$ cat src/rtl/light_phase_timer_if.sv
// rtl/light_phase_timer_if.sv - lamp, pedestrian and timer status signals between sequencer side and light_phase_timer
interface light_phase_timer_if #(
    parameter int CNT_W = 8
);
    logic             red_in;
    logic             yellow_in;
    logic             green_in;
    logic             ped_req;
    logic             advance;
    logic             ped_walk;
    logic             ped_pending;
    logic [CNT_W-1:0] remaining;
    logic             fault;

    // Sequencer / environment side: drives lamps and requests, observes the timer
    modport master (
        output red_in, yellow_in, green_in, ped_req,
        input  advance, ped_walk, ped_pending, remaining, fault
    );

    // Timer side
    modport slave (
        input  red_in, yellow_in, green_in, ped_req,
        output advance, ped_walk, ped_pending, remaining, fault
    );
endinterface

$ cat src/rtl/light_phase_timer.sv
// rtl/light_phase_timer.sv - phase dwell timer issuing advance strobes to the lamp sequencer
module light_phase_timer #(
    parameter int PRESCALE        = 1000,
    parameter int RED_TICKS       = 30,
    parameter int GREEN_TICKS     = 25,
    parameter int YELLOW_TICKS    = 5,
    parameter int PED_EXTRA_TICKS = 10,
    parameter int ADV_TIMEOUT     = 4,
    parameter int CNT_W           = 8
) (
    input logic                clk,
    input logic                reset,
    light_phase_timer_if.slave bus
);
    localparam int PS_W = $clog2(PRESCALE);
    localparam int WT_W = $clog2(ADV_TIMEOUT + 1);

    localparam logic [PS_W-1:0]  PS_LAST   = PS_W'(PRESCALE - 1);
    localparam logic [WT_W-1:0]  WT_LAST   = WT_W'(ADV_TIMEOUT - 1);
    localparam logic [CNT_W-1:0] RED_L     = CNT_W'(RED_TICKS);
    localparam logic [CNT_W-1:0] GREEN_L   = CNT_W'(GREEN_TICKS);
    localparam logic [CNT_W-1:0] YELLOW_L  = CNT_W'(YELLOW_TICKS);
    localparam logic [CNT_W-1:0] RED_PED_L = CNT_W'(RED_TICKS + PED_EXTRA_TICKS);

    typedef enum logic [1:0] {S_LOAD, S_TIMING, S_ADV_WAIT, S_FAULT} state_t;
    typedef enum logic [1:0] {PH_RED, PH_GREEN, PH_YELLOW} phase_t;

    state_t           state_q, state_d;
    phase_t           phase_q, phase_d;
    logic [PS_W-1:0]  presc_q, presc_d;
    logic [WT_W-1:0]  wait_q, wait_d;
    logic [CNT_W-1:0] remaining_q, remaining_d;
    logic             advance_q, advance_d;
    logic             ped_walk_q, ped_walk_d;
    logic             ped_pending_q, ped_pending_d;
    logic             fault_q, fault_d;

    logic   lamp_valid;
    phase_t lamp_phase;
    logic   ped_clr;
    logic   go_fault;

    function automatic phase_t next_phase(input phase_t p);
        case (p)
            PH_RED:   return PH_GREEN;
            PH_GREEN: return PH_YELLOW;
            default:  return PH_RED;
        endcase
    endfunction

    // Decode the one-hot lamp pattern; anything else is an illegal pattern
    always_comb begin
        lamp_valid = 1'b0;
        lamp_phase = PH_RED;
        case ({bus.red_in, bus.yellow_in, bus.green_in})
            3'b100: begin lamp_valid = 1'b1; lamp_phase = PH_RED;    end
            3'b010: begin lamp_valid = 1'b1; lamp_phase = PH_YELLOW; end
            3'b001: begin lamp_valid = 1'b1; lamp_phase = PH_GREEN;  end
            default: begin lamp_valid = 1'b0; lamp_phase = PH_RED;   end
        endcase
    end

    // Next-state and output logic for the load/time/advance/fault sequence
    always_comb begin
        state_d     = state_q;
        phase_d     = phase_q;
        presc_d     = presc_q;
        wait_d      = wait_q;
        remaining_d = remaining_q;
        advance_d   = 1'b0;
        ped_walk_d  = ped_walk_q;
        fault_d     = fault_q;
        ped_clr     = 1'b0;
        go_fault    = 1'b0;

        case (state_q)
            S_LOAD: begin
                if (!lamp_valid) begin
                    go_fault = 1'b1;
                end else begin
                    phase_d = lamp_phase;
                    presc_d = '0;
                    state_d = S_TIMING;
                    case (lamp_phase)
                        PH_RED: begin
                            if (ped_pending_q) begin
                                remaining_d = RED_PED_L;
                                ped_walk_d  = 1'b1;
                                ped_clr     = 1'b1;
                            end else begin
                                remaining_d = RED_L;
                            end
                        end
                        PH_GREEN: remaining_d = GREEN_L;
                        default:  remaining_d = YELLOW_L;
                    endcase
                end
            end
            S_TIMING: begin
                if (!lamp_valid || (lamp_phase != phase_q)) begin
                    go_fault = 1'b1;
                end else if (presc_q == PS_LAST) begin
                    presc_d = '0;
                    if (remaining_q <= CNT_W'(1)) begin
                        // Final tick: strobe the sequencer and watch for its response
                        remaining_d = '0;
                        advance_d   = 1'b1;
                        wait_d      = '0;
                        state_d     = S_ADV_WAIT;
                    end else begin
                        remaining_d = remaining_q - CNT_W'(1);
                    end
                end else begin
                    presc_d = presc_q + PS_W'(1);
                end
            end
            S_ADV_WAIT: begin
                if (!lamp_valid) begin
                    go_fault = 1'b1;
                end else if (lamp_phase == next_phase(phase_q)) begin
                    ped_walk_d = 1'b0;
                    state_d    = S_LOAD;
                end else if (lamp_phase == phase_q) begin
                    if (wait_q == WT_LAST) begin
                        go_fault = 1'b1;
                    end else begin
                        wait_d = wait_q + WT_W'(1);
                    end
                end else begin
                    go_fault = 1'b1;
                end
            end
            default: begin
                state_d = S_FAULT;
            end
        endcase

        if (go_fault) begin
            state_d     = S_FAULT;
            fault_d     = 1'b1;
            ped_walk_d  = 1'b0;
            remaining_d = '0;
            advance_d   = 1'b0;
        end

        // A new request wins over the clear issued by a serving red load
        ped_pending_d = bus.ped_req | (ped_pending_q & ~ped_clr);
    end

    // State and output registers with asynchronous reset
    always_ff @(posedge clk or posedge reset) begin
        if (reset) begin
            state_q       <= S_LOAD;
            phase_q       <= PH_RED;
            presc_q       <= '0;
            wait_q        <= '0;
            remaining_q   <= '0;
            advance_q     <= 1'b0;
            ped_walk_q    <= 1'b0;
            ped_pending_q <= 1'b0;
            fault_q       <= 1'b0;
        end else begin
            state_q       <= state_d;
            phase_q       <= phase_d;
            presc_q       <= presc_d;
            wait_q        <= wait_d;
            remaining_q   <= remaining_d;
            advance_q     <= advance_d;
            ped_walk_q    <= ped_walk_d;
            ped_pending_q <= ped_pending_d;
            fault_q       <= fault_d;
        end
    end

    assign bus.advance     = advance_q;
    assign bus.ped_walk    = ped_walk_q;
    assign bus.ped_pending = ped_pending_q;
    assign bus.remaining   = remaining_q;
    assign bus.fault       = fault_q;
endmodule

$ cat src/flat_wrapper.sv
// flat-port wrapper written by rule: the top's interface ports become plain ports
module light_phase_timer_flat 
#(
    parameter int PRESCALE        = 1000,
    parameter int RED_TICKS       = 30,
    parameter int GREEN_TICKS     = 25,
    parameter int YELLOW_TICKS    = 5,
    parameter int PED_EXTRA_TICKS = 10,
    parameter int ADV_TIMEOUT     = 4,
    parameter int CNT_W           = 8
)
  (clk, reset, bus_red_in, bus_yellow_in, bus_green_in, bus_ped_req, bus_advance, bus_ped_walk, bus_ped_pending, bus_remaining, bus_fault);
  light_phase_timer_if #(.CNT_W(CNT_W)) bus_i ();
  input logic clk;
  input logic reset;
  input wire logic [$bits(bus_i.red_in)-1:0] bus_red_in;
  input wire logic [$bits(bus_i.yellow_in)-1:0] bus_yellow_in;
  input wire logic [$bits(bus_i.green_in)-1:0] bus_green_in;
  input wire logic [$bits(bus_i.ped_req)-1:0] bus_ped_req;
  output wire logic [$bits(bus_i.advance)-1:0] bus_advance;
  output wire logic [$bits(bus_i.ped_walk)-1:0] bus_ped_walk;
  output wire logic [$bits(bus_i.ped_pending)-1:0] bus_ped_pending;
  output wire logic [$bits(bus_i.remaining)-1:0] bus_remaining;
  output wire logic [$bits(bus_i.fault)-1:0] bus_fault;
  assign bus_i.red_in = bus_red_in;
  assign bus_i.yellow_in = bus_yellow_in;
  assign bus_i.green_in = bus_green_in;
  assign bus_i.ped_req = bus_ped_req;
  assign bus_advance = bus_i.advance;
  assign bus_ped_walk = bus_i.ped_walk;
  assign bus_ped_pending = bus_i.ped_pending;
  assign bus_remaining = bus_i.remaining;
  assign bus_fault = bus_i.fault;
  light_phase_timer #(.PRESCALE(PRESCALE), .RED_TICKS(RED_TICKS), .GREEN_TICKS(GREEN_TICKS), .YELLOW_TICKS(YELLOW_TICKS), .PED_EXTRA_TICKS(PED_EXTRA_TICKS), .ADV_TIMEOUT(ADV_TIMEOUT), .CNT_W(CNT_W)) u_core (.clk(clk), .reset(reset), .bus(bus_i));
endmodule
$ cat config.mk
export PLATFORM = sky130hd
export DESIGN_NAME = light_phase_timer_flat
export DESIGN_NICKNAME = d
export VERILOG_FILES = /design/src/rtl/light_phase_timer_if.sv /design/src/rtl/light_phase_timer.sv /design/src/flat_wrapper.sv
export SDC_FILE = /design/constraint.sdc
export NUM_CORES = 1
export LEC_CHECK = 0
export ABC_AREA = 1
export CAP_MARGIN = 5
export CORE_MARGIN = 4
export CORE_UTILIZATION = 30
export CTS_CLUSTER_SIZE = 16
export DETAILED_ROUTE_END_ITERATION = 10
export RECOVER_POWER = 25
export SLEW_MARGIN = 25
export SYNTH_ARGS = -nofsm -noshare
export SYNTH_HDL_FRONTEND = slang
export SYNTH_SLANG_ARGS = --single-unit
export TNS_END_PERCENT = 20
$ cat constraint.sdc
create_clock -name clk -period 2.13 [get_ports clk]
set_input_delay 0.426 -clock clk [delete_from_list [all_inputs] [get_ports clk]]
set_output_delay 0.426 -clock clk [all_outputs]
set_load 0.02 [all_outputs]
==> impl_metrics.py, run 1 <==
metrics = {
    "sta": {
        "period_minus_slack_ns": 1.93,
        "slew_headroom": 0.487,
        "setup-tns-final_ns": 0,
        "max_clock_freq_mhz": 518,
        "fin_skew_ns": 0.00668,
        "final.period_utilization": 0.906,
        "grt_setup_unrepaired": "false",
        "tightest_slew_ns": 0.769,
        "setup_viol": 0,
        "final_max_slew_viol_count": 0,
        "hold_violations": 0,
    },
    "clocking": {
        "cts_root_buffer": "clkbuf_8",
        "numCtsBuffers": 5,
        "clock-sinks": 29,
        "clk_pin_slew_ns": 0.06,
        "hold_buffers": 0,
        "cts_tree": "built",
        "cts_setup_buffers": 0,
        "clock_path_buffers": 2,
        "htree_levels": 2,
        "cts_resized": 0,
        "clkLatencyLatePin_ns": 0.29,
    },
    "yosys": {
        "synth_area_leaders": "dfrtp_1 (36%), nand2_1 (13%), inv_1 (8.1%), nand3_1 (6.1%), ha_1 (5.5%)",
        "synthCells": 288,
        "synthesis.area_um2": 2040,
        "synth_most_common_cell": "nand2_1",
        "syn_area_per_cell_um2": 7.07,
        "synth_edf_count": 0,
        "syn_nets": 303,
        "yosysTopAreaCell": "dfrtp_1",
        "async_flop_share": 1.00,
        "synthTopCellsByCount": "nand2_1 (70), inv_1 (44), dfrtp_1 (29)",
        "synth_warnings": 0,
        "ys_seq_area_frac": 0.356,
        "yosysTopAreaCellShare": 0.356,
        "yosys_register_bits": 29,
        "synthDistinctLibCells": 34,
        "yosys_most_used_dff": "dfrtp_1",
    },
    "cells_and_area": {
        "antennaDiodeCount": 0,
        "final_cells": 407,
        "layout-drive-gt1-share": 0.145,
        "post-route-util": 0.393,
        "area_growth_pct": 24.5,
        "nets": 344,
        "nFillCells": 665,
        "multi_input_area_um2": 1090,
        "regArea_um2": 726,
    },
    "global_routing": {
        "grt_max_degree": 30,
        "grt.busiest_layer": "met2",
        "grt_pass1_wl_um": 8160,
        "use_met1": 0.154,
        "overflow": 0,
        "grt_util_all_layers": 0.121,
        "grt_pass1_vias": 1785,
        "use_met3": 0.0308,
        "grtUsageMet2": 0.199,
        "antenna_found_initial": 0,
    },
    "place": {
        "numPortBuffers": 17,
        "hpwl_um": 3580,
        "dp.cells": 399,
        "place_congestion": 0.860,
    },
    "detailed_routing": {
        "drt.antenna.violating_nets": 0,
        "drc_errors": 0,
        "vias": 1892,
        "drt_iter0_drc": 82,
        "routed_wl_um": 4630,
        "vias_per_cell": 4.65,
        "drt-pass1-iter-count": 4,
        "routedWlPerCell_um": 11.4,
    },
    "run_status": {
        "status": "finished, final reports clean",
    },
    "power": {
        "power_mw": 3.10,
        "vdd_drop_max_mv": 0.513,
        "p_leak_nw": 1.29,
        "power_density_nw_per_um2": 1220,
    },
    "critical_path": {
        "cp-end-kind": "register",
        "reg2reg_depth": 11,
        "critical_path_class": "in -> reg",
        "r2r-start": "u_core.bus.remaining[0]",
        "worstSetupStartpointType": "primary input",
        "regToRegSetupSlack_ns": 0.23,
        "arrival_ns": 2.10,
        "timing.rr.end": "u_core.state_q[1]",
        "cp.required_ns": 2.30,
        "path_max_fanout": 8,
    },
    "die": {
        "die-area_um2": 8170,
        "rows": 29,
        "die_y_um": 90.4,
        "initial_core_util": 0.315,
        "io_pins": 18,
        "core_region_area_um2": 6460,
        "die_w_um": 90.4,
    },
    "hold_path": {
        "hold_path_end": "u_core.bus.fault",
        "min_from": "u_core.bus.fault",
        "hold_class": "reg -> reg",
        "whs_path_depth": 1,
    },
    "job": {
        "cap_violations": 0,
    },
}
## kinds of logic after synthesis
| group | after synthesis | share of synthesized area |
|---|---|---|
| AOI/OAI and AO/OA | 35 | 0.0946 |
| DFF | 29 | 0.356 |
| xor gates and xnor gates | 7 | 0.0301 |
| buffers and inverters | 55 | 0.109 |
| adders and majority gates | 9 | 0.0553 |
| and+or+nand+nor | 153 | 0.354 |
## how the worst max path moves through the flow
stage / slack, ns / end / start
after floorplan: 0.40 / u_core.bus.remaining[3] / u_core.state_q[1]
after global placement: -0.04 / u_core.bus.remaining[6] / bus_yellow_in
after detailed placement: -0.08 / u_core.bus.remaining[6] / bus_yellow_in
after CTS: 0.20 / u_core.bus.remaining[6] / bus_yellow_in
after global routing: 0.03 / u_core.bus.remaining[7] / bus_yellow_in
final: 0.20 / u_core.bus.remaining[6] / bus_yellow_in
## layout by cell type (no fill, tap or decap), types with 2 or more instances in the layout
| cell | n |
|---|---|
| buf_4 | 19 |
| inv_1 | 44 |
| o21ai_1 | 8 |
| ha_1 | 9 |
| nand2_1 | 70 |
| nand3_2 | 2 |
| a21oi_1 | 6 |
| clkbuf_8 | 5 |
| o21ai_0 | 14 |
| nand2_4 | 3 |
| nand2_2 | 3 |
| buf_12 | 2 |
| a22oi_1 | 2 |
| xor2_1 | 6 |
| clkbuf_1 | 3 |
| nor2_1 | 28 |
| nor3_1 | 8 |
| clkdlybuf4s50_1 | 16 |
| nand4_1 | 3 |
| nor2_2 | 2 |
| or2_1 | 2 |
| inv_2 | 6 |
| nand3_1 | 25 |
| dfrtp_1 | 29 |
| nand3_4 | 2 |
## stage by stage
step | hold WS, ns | area, um2 | setup slack (ns)
2_1_floorplan | 0.459 | 2040 | 0.404
3_3_place_gp | 0.466 | 2460 | -0.0366
3_5_place_dp | 0.467 | 2460 | -0.0801
4_1_cts | 0.482 | 2540 | 0.200
5_1_grt | 0.512 | 2540 | 0.0282
6_report | 0.473 | 2540 | 0.201
## registers in the layout, summed over array words and instances, names as in the netlist
name,cells
u_core.bus.ped_pending,1
u_core.bus.ped_walk,1
u_core.bus.remaining,8
u_core.bus.fault,1
u_core.phase_q,2
u_core.wait_q,3
u_core.presc_q,10
u_core.bus.advance,1
u_core.state_q,2
## critical path, stage by stage
cell	delay [ns]
clkdlybuf4s50_1	0.47
inv_2	0.06
nor2_2	0.15
nand2_2	0.12
nand2_1	0.10
nand2_2	0.07
nand4_1	0.12
nand3_1	0.12
nand2_2	0.10
nand2_4	0.06
buf_4	0.16
nand3_1	0.07
nand2_1	0.06
## area by class of cell
type,count,share of cell area
multi-input cells,204,0.429
flip-flops and latches,29,0.286
repair buffers,39,0.141
inverters,50,0.0740
clock buffers,8,0.0316
well taps,77,0.0380
## layer usage
layer,routed length [um],part of all wire,up-vias
met5,0,0,-
met4,66,0.014,0
met3,180,0.039,5
met2,2080,0.45,29
met1,2300,0.50,862
li1,-,-,996
## where the power goes
part | internal [mW] | switching [mW]
logic | 0.759 | 1.08
registers | 0.684 | 0.127
clock network | 0.232 | 0.214
Power figures use the tool's default switching activity.
==> run 2, diff against run 1 <==
--- a/config.mk
+++ b/config.mk
@@ -8,9 +8,10 @@
 export ABC_AREA = 1
 export CAP_MARGIN = 5
 export CORE_MARGIN = 4
-export CORE_UTILIZATION = 30
+export CORE_UTILIZATION = 35
 export CTS_CLUSTER_SIZE = 16
 export DETAILED_ROUTE_END_ITERATION = 10
+export HOLD_SLACK_MARGIN = 0.03
 export RECOVER_POWER = 25
 export SLEW_MARGIN = 25
 export SYNTH_ARGS = -nofsm -noshare
==> run 2 against run 1 <==
Effect of this change: sequential power is essentially flat; worst hold slack got worse by 0.0031 ns; setup slack got worse by 0.0028 ns; utilization up 5.1 points; non-clock buffer count decreased by 6; sequential share of layout area increased by 0.71 points; register-to-register slack barely moved; die area fell by 13%; combinational power fell by 6%; critical path type unchanged; largest power group unchanged.
==> impl_metrics.py, run 2 (synthesized netlist as in run 1, its figures left out) <==
metrics = {
    "global_routing": {
        "grt_max_degree": 30,
        "grt_util_all_layers": 0.144,
        "antenna_found_initial": 0,
        "grt_pass1_wl_um": 8340,
        "overflow": 0,
        "grt_pass1_vias": 1836,
    },
    "power": {
        "power_frac_comb": 0.580,
        "internal_power_mw": 1.58,
        "switchingPower_mw": 1.39,
        "pwr-share-seq": 0.273,
        "swShare": 0.468,
        "clkPwrFrac": 0.146,
        "power_density_nw_per_um2": 1200,
        "vdd_drop_max_mv": 0.663,
        "p_leak_nw": 1.26,
    },
    "place": {
        "post-place-ws_ns": -0.0948,
        "place_congestion": 0.856,
        "numPortBuffers": 17,
        "hpwl_um": 3500,
    },
    "clocking": {
        "cts_setup_buffers": 0,
        "numCtsBuffers": 5,
        "cts_root_buffer": "clkbuf_8",
        "clk_pin_slew_ns": 0.06,
        "htree_levels": 2,
        "cts_tree": "built",
        "hold_buffers": 0,
        "clkLatencyLatePin_ns": 0.28,
        "cts_resized": 0,
        "clock_path_buffers": 2,
        "clock-sinks": 29,
    },
    "cells_and_area": {
        "layout-drive-gt1-share": 0.136,
        "mostFrequentLayoutCells": "nand2_1 (70), inv_1 (44), dfrtp_1 (29), nor2_1 (28), nand3_1 (25)",
        "area_growth_pct": 21.5,
        "antennaDiodeCount": 0,
        "final_common_cell": "nand2_1",
        "largest_register_ffs": 10,
        "nets": 338,
        "largest_register": "u_core.presc_q",
        "nFillCells": 593,
    },
    "critical_path": {
        "cpPeakStageDelay_ns": 0.47,
        "critical_path_class": "in -> reg",
        "arrival_ns": 2.10,
        "worstSetupStartpointType": "primary input",
        "path_buf_inv": 3,
        "cp_top_family": "simple AND/OR/NAND/NOR gates",
        "cp.required_ns": 2.30,
        "cp_common_cell": "nand2_2",
        "path_max_fanout": 8,
        "cp_slowest_cell": "clkdlybuf4s50_1",
        "critical_path.cell_chain": "clkdlybuf4s50_1 > inv_2 > nor2_2 > nand2_2 > nand2_1 > nand2_2 > nand4_1 > nand3_1 > nand2_2 > nand2_4 > buf_4 > nand3_1 > nand2_1",
        "cp-end-kind": "register",
    },
    "sta": {
        "period_minus_slack_ns": 1.93,
        "final.period_utilization": 0.907,
        "setup_viol": 0,
        "max_clock_freq_mhz": 518,
        "tightest_slew_ns": 0.767,
        "final_max_slew_viol_count": 0,
        "slew_headroom": 0.489,
        "hold_slack_ns": 0.470,
        "grt_setup_unrepaired": "false",
        "hold_violations": 0,
        "fin_skew_ns": 0.00462,
        "setup-tns-final_ns": 0,
        "setup_ws_ns": 0.198,
    },
    "hold_path": {
        "hold_class": "reg -> reg",
    },
    "detailed_routing": {
        "routedWlPerCell_um": 11.4,
        "vias": 1873,
        "vias_per_cell": 4.73,
        "drt-pass1-iter-count": 4,
        "drt_iter0_drc": 93,
        "routed_wl_um": 4520,
        "drt.antenna.violating_nets": 0,
        "drc_errors": 0,
    },
    "die": {
        "rows": 27,
        "die_y_um": 84.3,
        "die_w_um": 84.3,
        "die-area_um2": 7100,
        "initial_core_util": 0.365,
        "io_pins": 18,
        "core_region_area_um2": 5570,
    },
    "job": {
        "cap_violations": 0,
    },
    "run_status": {
        "status": "finished, final reports clean",
    },
}
[run 2: power by group through the flow]
stage / combinational [mW] / sequential (mW) / clock (mW)
floorplan: 1.18 / 0.860 / 0
CTS: 1.75 / 0.813 / 0.456
detailed placement: 1.74 / 0.823 / 0
finish: 1.73 / 0.814 / 0.436
global route: 1.97 / 0.839 / 0.490
global placement: 1.73 / 0.819 / 0
[run 2: path summary, 6_finish.rpt]
check                                        start                      end  slack, ns  depth (start not counted)
setup reg to reg           u_core.bus.remaining[0]        u_core.state_q[1]       0.24                         11
min in group asynchronous                    reset        u_core.state_q[1]       0.80                          3
hold reg to reg                   u_core.bus.fault         u_core.bus.fault       0.47                          1
hold / removal                    u_core.bus.fault         u_core.bus.fault       0.47                          1
setup / recovery                     bus_yellow_in  u_core.bus.remaining[7]       0.20                         13
max in group asynchronous                    reset  u_core.bus.remaining[7]       0.85                          3
[run 2: routing by layer]
metal | part of all wire | vias up | GRT usage
met5 | 0 | - | 0
met2 | 0.46 | 39 | 0.230
li1 | - | 979 | -
met4 | 0.013 | 0 | 0.0439
met3 | 0.050 | 5 | 0.0402
met1 | 0.48 | 850 | 0.189
[run 2: area by class of cell]
class,instances,area [um2],area share
tap,72,90.1,0.0364
clock inverter,2,10.0,0.00404
inverter,50,188,0.0758
timing repair buffer,33,300,0.121
multi-input combinational,204,1090,0.440
clock buffer,6,72.6,0.0293
sequential,29,726,0.293
[run 2: stage by stage]
step                      power (mW)  instance area (um2)  std cells   util
final                           2.98                 2470        396  0.444
after global routing            3.30                 2470        396  0.444
after CTS                       3.02                 2480        396  0.444
after detailed placement        2.57                 2390        388  0.430
after global placement          2.55                 2390        388  0.430
after floorplan                 2.04                 2040        288      -
[run 2: worst reg2reg max path, delay by kind of cell, from the launching register on]
family,cells,cell delay (ns)
AND/OR/NAND/NOR,7,0.88
adder cells (fa/ha/maj),1,0.19
flip-flops,1,0.42
AO/OA/AOI/OAI,1,0.18
buffers and inverters,2,0.13
==> run 3, diff against run 2 <==
--- a/config.mk
+++ b/config.mk
@@ -13,7 +13,6 @@
 export DETAILED_ROUTE_END_ITERATION = 10
 export HOLD_SLACK_MARGIN = 0.03
 export RECOVER_POWER = 25
-export SLEW_MARGIN = 25
 export SYNTH_ARGS = -nofsm -noshare
 export SYNTH_HDL_FRONTEND = slang
 export SYNTH_SLANG_ARGS = --single-unit
==> results of run 3 <==
Final layout, timing and power as in run 2 (identical DEF).
